**src/rtl/rot_step_sequencer_if.sv**
```systemverilog
// Request/result bundle for rot_step_sequencer: a byte, rotate amount and direction
// in, the rotated byte out, each on its own valid/ready pair.
interface rot_step_sequencer_if #(
  parameter int WIDTH = 8,
  parameter int AMT_W = 3
);
  logic             in_valid;
  logic             in_ready;
  logic [WIDTH-1:0] in_data;
  logic [AMT_W-1:0] in_amt;
  logic             in_lr;
  logic             out_valid;
  logic             out_ready;
  logic [WIDTH-1:0] out_data;
  logic             busy;

  modport master (
    output in_valid, in_data, in_amt, in_lr, out_ready,
    input  in_ready, out_valid, out_data, busy
  );

  modport slave (
    input  in_valid, in_data, in_amt, in_lr, out_ready,
    output in_ready, out_valid, out_data, busy
  );
endinterface

```
**src/rtl/rot_step_sequencer.sv**
```systemverilog
// Multi-step rotator: accepts a byte and an amount, rotates it by one bit per clock,
// then holds the result on a valid/ready output until it is taken.
module rot_step_sequencer #(
  parameter int WIDTH = 8,
  parameter int AMT_W = 3
) (
  input  logic                 clk,
  input  logic                 rst_n,
  rot_step_sequencer_if.slave  bus,
  output logic [1:0]           o_dbg_state
);

  typedef enum logic [1:0] {
    ST_IDLE = 2'd0,
    ST_ROT  = 2'd1,
    ST_DONE = 2'd2
  } state_t;

  state_t           r_state;
  logic [WIDTH-1:0] r_data;
  logic [AMT_W-1:0] r_cnt;
  logic             r_lr;
  logic [WIDTH-1:0] w_rot;
  logic             w_accept;

  // Handshakes: a transfer happens on a rising edge where valid and ready are both
  // high; valid never waits on ready, and the result is held unchanged while
  // out_valid is high and out_ready is low.
  assign bus.in_ready  = (r_state == ST_IDLE);
  assign bus.out_valid = (r_state == ST_DONE);
  assign bus.busy      = (r_state != ST_IDLE);
  assign bus.out_data  = r_data;
  assign o_dbg_state   = r_state;

  assign w_accept = bus.in_valid && (r_state == ST_IDLE);

  // Single-step rotator: lr=1 rotates right by one, lr=0 rotates left by one.
  assign w_rot = r_lr ? {r_data[0], r_data[WIDTH-1:1]}
                      : {r_data[WIDTH-2:0], r_data[WIDTH-1]};

  always_ff @(posedge clk or negedge rst_n) begin
    if (!rst_n) begin
      r_state <= ST_IDLE;
      r_data  <= '0;
      r_cnt   <= '0;
      r_lr    <= 1'b0;
    end else begin
      case (r_state)
        ST_IDLE: begin
          if (w_accept) begin
            r_data  <= bus.in_data;
            r_cnt   <= bus.in_amt;
            r_lr    <= bus.in_lr;
            r_state <= (bus.in_amt == '0) ? ST_DONE : ST_ROT;
          end
        end
        ST_ROT: begin
          // Entered only with r_cnt >= 1, so the decrement cannot wrap.
          r_data <= w_rot;
          r_cnt  <= r_cnt - AMT_W'(1);
          if (r_cnt == AMT_W'(1)) begin
            r_state <= ST_DONE;
          end
        end
        ST_DONE: begin
          if (bus.out_ready) begin
            r_state <= ST_IDLE;
          end
        end
        default: r_state <= ST_IDLE;
      endcase
    end
  end

endmodule
```
**src/flat_wrapper.sv**
```systemverilog
// flat-port wrapper written by rule: the top's interface ports become plain ports
module rot_step_sequencer_flat 
#(
  parameter int WIDTH = 8,
  parameter int AMT_W = 3
)
  (clk, rst_n, o_dbg_state, bus_in_valid, bus_in_data, bus_in_amt, bus_in_lr, bus_out_ready, bus_in_ready, bus_out_valid, bus_out_data, bus_busy);
  rot_step_sequencer_if #(.WIDTH(WIDTH), .AMT_W(AMT_W)) bus_i ();
  input  logic clk;
  input  logic rst_n;
  output logic [1:0] o_dbg_state;
  input wire logic [$bits(bus_i.in_valid)-1:0] bus_in_valid;
  input wire logic [$bits(bus_i.in_data)-1:0] bus_in_data;
  input wire logic [$bits(bus_i.in_amt)-1:0] bus_in_amt;
  input wire logic [$bits(bus_i.in_lr)-1:0] bus_in_lr;
  input wire logic [$bits(bus_i.out_ready)-1:0] bus_out_ready;
  output wire logic [$bits(bus_i.in_ready)-1:0] bus_in_ready;
  output wire logic [$bits(bus_i.out_valid)-1:0] bus_out_valid;
  output wire logic [$bits(bus_i.out_data)-1:0] bus_out_data;
  output wire logic [$bits(bus_i.busy)-1:0] bus_busy;
  assign bus_i.in_valid = bus_in_valid;
  assign bus_i.in_data = bus_in_data;
  assign bus_i.in_amt = bus_in_amt;
  assign bus_i.in_lr = bus_in_lr;
  assign bus_i.out_ready = bus_out_ready;
  assign bus_in_ready = bus_i.in_ready;
  assign bus_out_valid = bus_i.out_valid;
  assign bus_out_data = bus_i.out_data;
  assign bus_busy = bus_i.busy;
  rot_step_sequencer #(.WIDTH(WIDTH), .AMT_W(AMT_W)) u_core (.clk(clk), .rst_n(rst_n), .bus(bus_i), .o_dbg_state(o_dbg_state));
endmodule
```
**config.mk**
```make
export PLATFORM = sky130hd
export DESIGN_NAME = rot_step_sequencer_flat
export DESIGN_NICKNAME = d
export VERILOG_FILES = /design/src/rtl/rot_step_sequencer_if.sv /design/src/rtl/rot_step_sequencer.sv /design/src/flat_wrapper.sv
export SDC_FILE = /design/constraint.sdc
export NUM_CORES = 1
export LEC_CHECK = 0
export ABC_AREA = 0
export ABC_CLOCK_PERIOD_IN_PS = 1600
export CAP_MARGIN = 10
export CORE_ASPECT_RATIO = 0.7
export CORE_UTILIZATION = 45
export CTS_BUF_LIST = sky130_fd_sc_hd__clkbuf_8 sky130_fd_sc_hd__clkbuf_16
export CTS_CLUSTER_DIAMETER = 30
export DETAILED_ROUTE_END_ITERATION = 8
export PLACE_DENSITY_LB_ADDON = 0.2
export SLEW_MARGIN = 25
export SYNTH_ARGS = -nofsm -noshare
export SYNTH_HDL_FRONTEND = slang
export SYNTH_SLANG_ARGS = --single-unit
```
**constraint.sdc**
```tcl
create_clock -name clk -period 1.6 [get_ports clk]
set_input_delay 0.32 -clock clk [delete_from_list [all_inputs] [get_ports clk]]
set_output_delay 0.32 -clock clk [all_outputs]
set_load 0.005 [all_outputs]
```
==> run metrics <==
outcome finished, final reports clean; vias in the first global route 640; multi-input logic area 471.7 µm²; YS warnings 0; Clock transition at path regs roughly 0.060 ns; area grow syn2layout 37.69%; Critical Path Max Stage Delay 0.54 ns; DRT antenna net count 0; fillers ~150; DRT iter0 DRCs 14; CP top delay family buffers and inverters; largest net degree at the start of global routing 15; Sink Count 14; CTS tree done; Starting Density a little under half; syn_nets about 100; core area 1854 µm²; Levels on crit path 1; R2R Setup Slk 0.32 ns; nature of the critical path startpoint flip-flop; DIE AREA 2161 µm²; Seq. cell area between 300 and 400 µm²; commonest non-fill, non-tap cell in the layout clkdlybuf4s50_1; Cell Rows 13; most frequent cells in the layout 25 x clkdlybuf4s50_1, 13 x dfrtp_1, 10 x nor2_1, 8 x mux2i_1; R2R cell count 4; Leak 0.5274 nW; CP Capture Type output port; Tot GR Track Use approximately 23%; Max-Cap Viols 0; CP Data Arrival Time 1.21 ns; post-synthesis cell count between 80 and 90; Seq cells post-synth 14; syn avg cell area around 11 µm²; CP required around 1.3 ns; first-pass GRT wire length about 3.2 mm; drt wl/cell around 15 µm; Setup Viol. Count Final 0; CP bufs+invs 1; CTS Buffer Depth 2; final hold vios 0; worst skew pair latency between 0.2 and 0.3 ns; setup TNS 0 ns; P per Cell Area 1964 nW/µm²; CP Class reg -> out; CTS Buf Count 3; grt total ovfl 0; met3 usage 8.235%; Worst Path Max Fanout 4; crit path max-delay cell type clkdlybuf4s50_1; drt pass-1 iters 4; final period utilization between 90% and 100%; # DRC 0; Synth cell types 26; share of layout cells above drive strength 1 about a fifth; met1 usage roughly a third; PortBufs 28; via count 711; Util after Layout 66.06%; met2 Usage GRT a little under a third; top achievable clock speed approximately 650 MHz; Top Usage Layer GRT met1; Worst Tran Pin Value 0.4703 ns; Post-Route WL between 2 and 2.5 mm; H-Tree Depth 1; detailed placer's ending HPWL between 1.5 and 2 mm; routability congestion estimate around 0.8; Max Clock Skew 0.004699 ns; nets@finish ~130; Hold Crit Class in -> async; antenna violations before repair 0; clk root buf clkbuf_8; Peak VDD IR around 1.3 mV; register area share after synthesis 39.38%; Die Span X roughly 55 µm; chip height 39.20 µm; minimum clock period around 1.5 ns; Boundary Pins 29; Post-Syn Area between 800 and 900 µm²; Slew headroom 68.64%; Vias/cell about 5.2; worst path cell trace clkdlybuf4s50_1; RSZ-0062 raised after global routing no; ANT cells 0; fin. max-slew vios 0
## cells by family (layout without fill, tap and decap cells)
logic type               count (synthesis)  after routing  share of synthesized area (%)
buffers and inverters                   11             41                          7.594
AO/OA/AOI/OAI                           18             18                          20.96
multiplexers                             9              9                          10.69
flip-flops                              14             14                          39.38
adder cells (fa/ha/maj)                  2              2                          2.812
AND/OR/NAND/NOR                         30             30                          18.57
## report_power, final
group	switching, mW	internal (mW)	total, mW
Clock	0.122	0.167	0.289
Sequential	0.214	0.531	0.745
Combinational	0.596	0.776	1.37
Total	0.932	1.47	2.41
## final timing paths
path                                                           end                              start
min in group clk                       u_core.r_cnt[2]$_DFFE_PN0P_        u_core.r_cnt[2]$_DFFE_PN0P_
worst min register to register         u_core.r_cnt[2]$_DFFE_PN0P_        u_core.r_cnt[2]$_DFFE_PN0P_
worst max-delay path                                o_dbg_state[0]  u_core.o_dbg_state[0]$_DFFE_PN0P_
worst min-delay path            u_core.bus.out_data[4]$_DFFE_PN0P_                              rst_n
max in group asynchronous        u_core.o_dbg_state[1]$_DFFE_PN0P_                              rst_n
worst max register to register  u_core.bus.out_data[1]$_DFFE_PN0P_  u_core.o_dbg_state[1]$_DFFE_PN0P_
## synthesized netlist by cell type
| cell type | instances | area share (%) |
|---|---|---|
| o21ai_1 | 1 | 0.56 |
| a221oi_2 | 3 | 5.1 |
| o22ai_1 | 2 | 1.4 |
| a31oi_1 | 3 | 2.1 |
| a2bb2oi_1 | 2 | 2.0 |
| nand2_1 | 2 | 0.84 |
| buf_2 | 2 | 1.1 |
| nor2b_4 | 1 | 1.5 |
| nor3b_1 | 1 | 0.84 |
| ha_1 | 2 | 2.8 |
| nor3_1 | 6 | 3.4 |
| inv_1 | 5 | 2.1 |
| a211oi_2 | 5 | 7.0 |
| nor2_4 | 1 | 1.3 |
| a32oi_1 | 1 | 0.98 |
| nor2b_1 | 6 | 4.2 |
| nor2_1 | 10 | 4.2 |
| nand2b_1 | 1 | 0.70 |
| nand3_1 | 1 | 0.56 |
| dfrtp_1 | 14 | 39 |
| nand2b_2 | 1 | 0.98 |
| o21ba_4 | 1 | 1.8 |
| buf_6 | 3 | 3.8 |
| mux2_4 | 1 | 1.7 |
| clkbuf_2 | 1 | 0.56 |
| mux2i_1 | 8 | 9.0 |
## state kept, by name, summed over array words and instances, names as in the netlist
| register | count |
|---|---|
| u_core.bus.out_data | 8 |
| u_core.r_cnt | 3 |
| u_core.o_dbg_state | 2 |
| u_core.r_lr | 1 |
## per-stage QoR
stage / std cells / total power [mW] / instance area [µm²] / worst slack [ns] / hold WS, ns
floorplan: 84 / 1.657 / 889.6 / 0.4006 / 0.02441
global placement: 133 / 2.121 / 1186 / 0.04321 / 0.5509
detailed placement: 133 / 2.140 / 1186 / 0.0004224 / 0.5494
CTS: 136 / 2.422 / 1225 / 0.05156 / 0.3863
global route: 136 / 2.607 / 1225 / 0.01930 / 0.4197
finish: 136 / 2.405 / 1225 / 0.07024 / 0.3860
## area by class of cell
type	instances	share of cell area [%]
tap	22	2.247
sequential	14	28.70
inverter	5	1.532
multi-input combinational	59	38.51
timing repair buffer	33	25.64
clock buffer	3	3.371
## metal layers
| metal | part of all wire, % | routed length, µm | vias up |
|---|---|---|---|
| met2 | 43 | 875 | 22 |
| met3 | 4.9 | 100 | 2 |
| met5 | 0 | 0 | - |
| met4 | 0.79 | 16 | 0 |
| met1 | 51 | 1041 | 324 |
| li1 | - | - | 363 |
## what timing repair did
item                                    in CTS  in global routing
buffers inserted                             0                  0
endpoints found under the setup margin       3                  0
hold buffers                                 0                  0
gates resized for setup                      4                  0
Note: power is estimated with default switching activity, not from simulation.
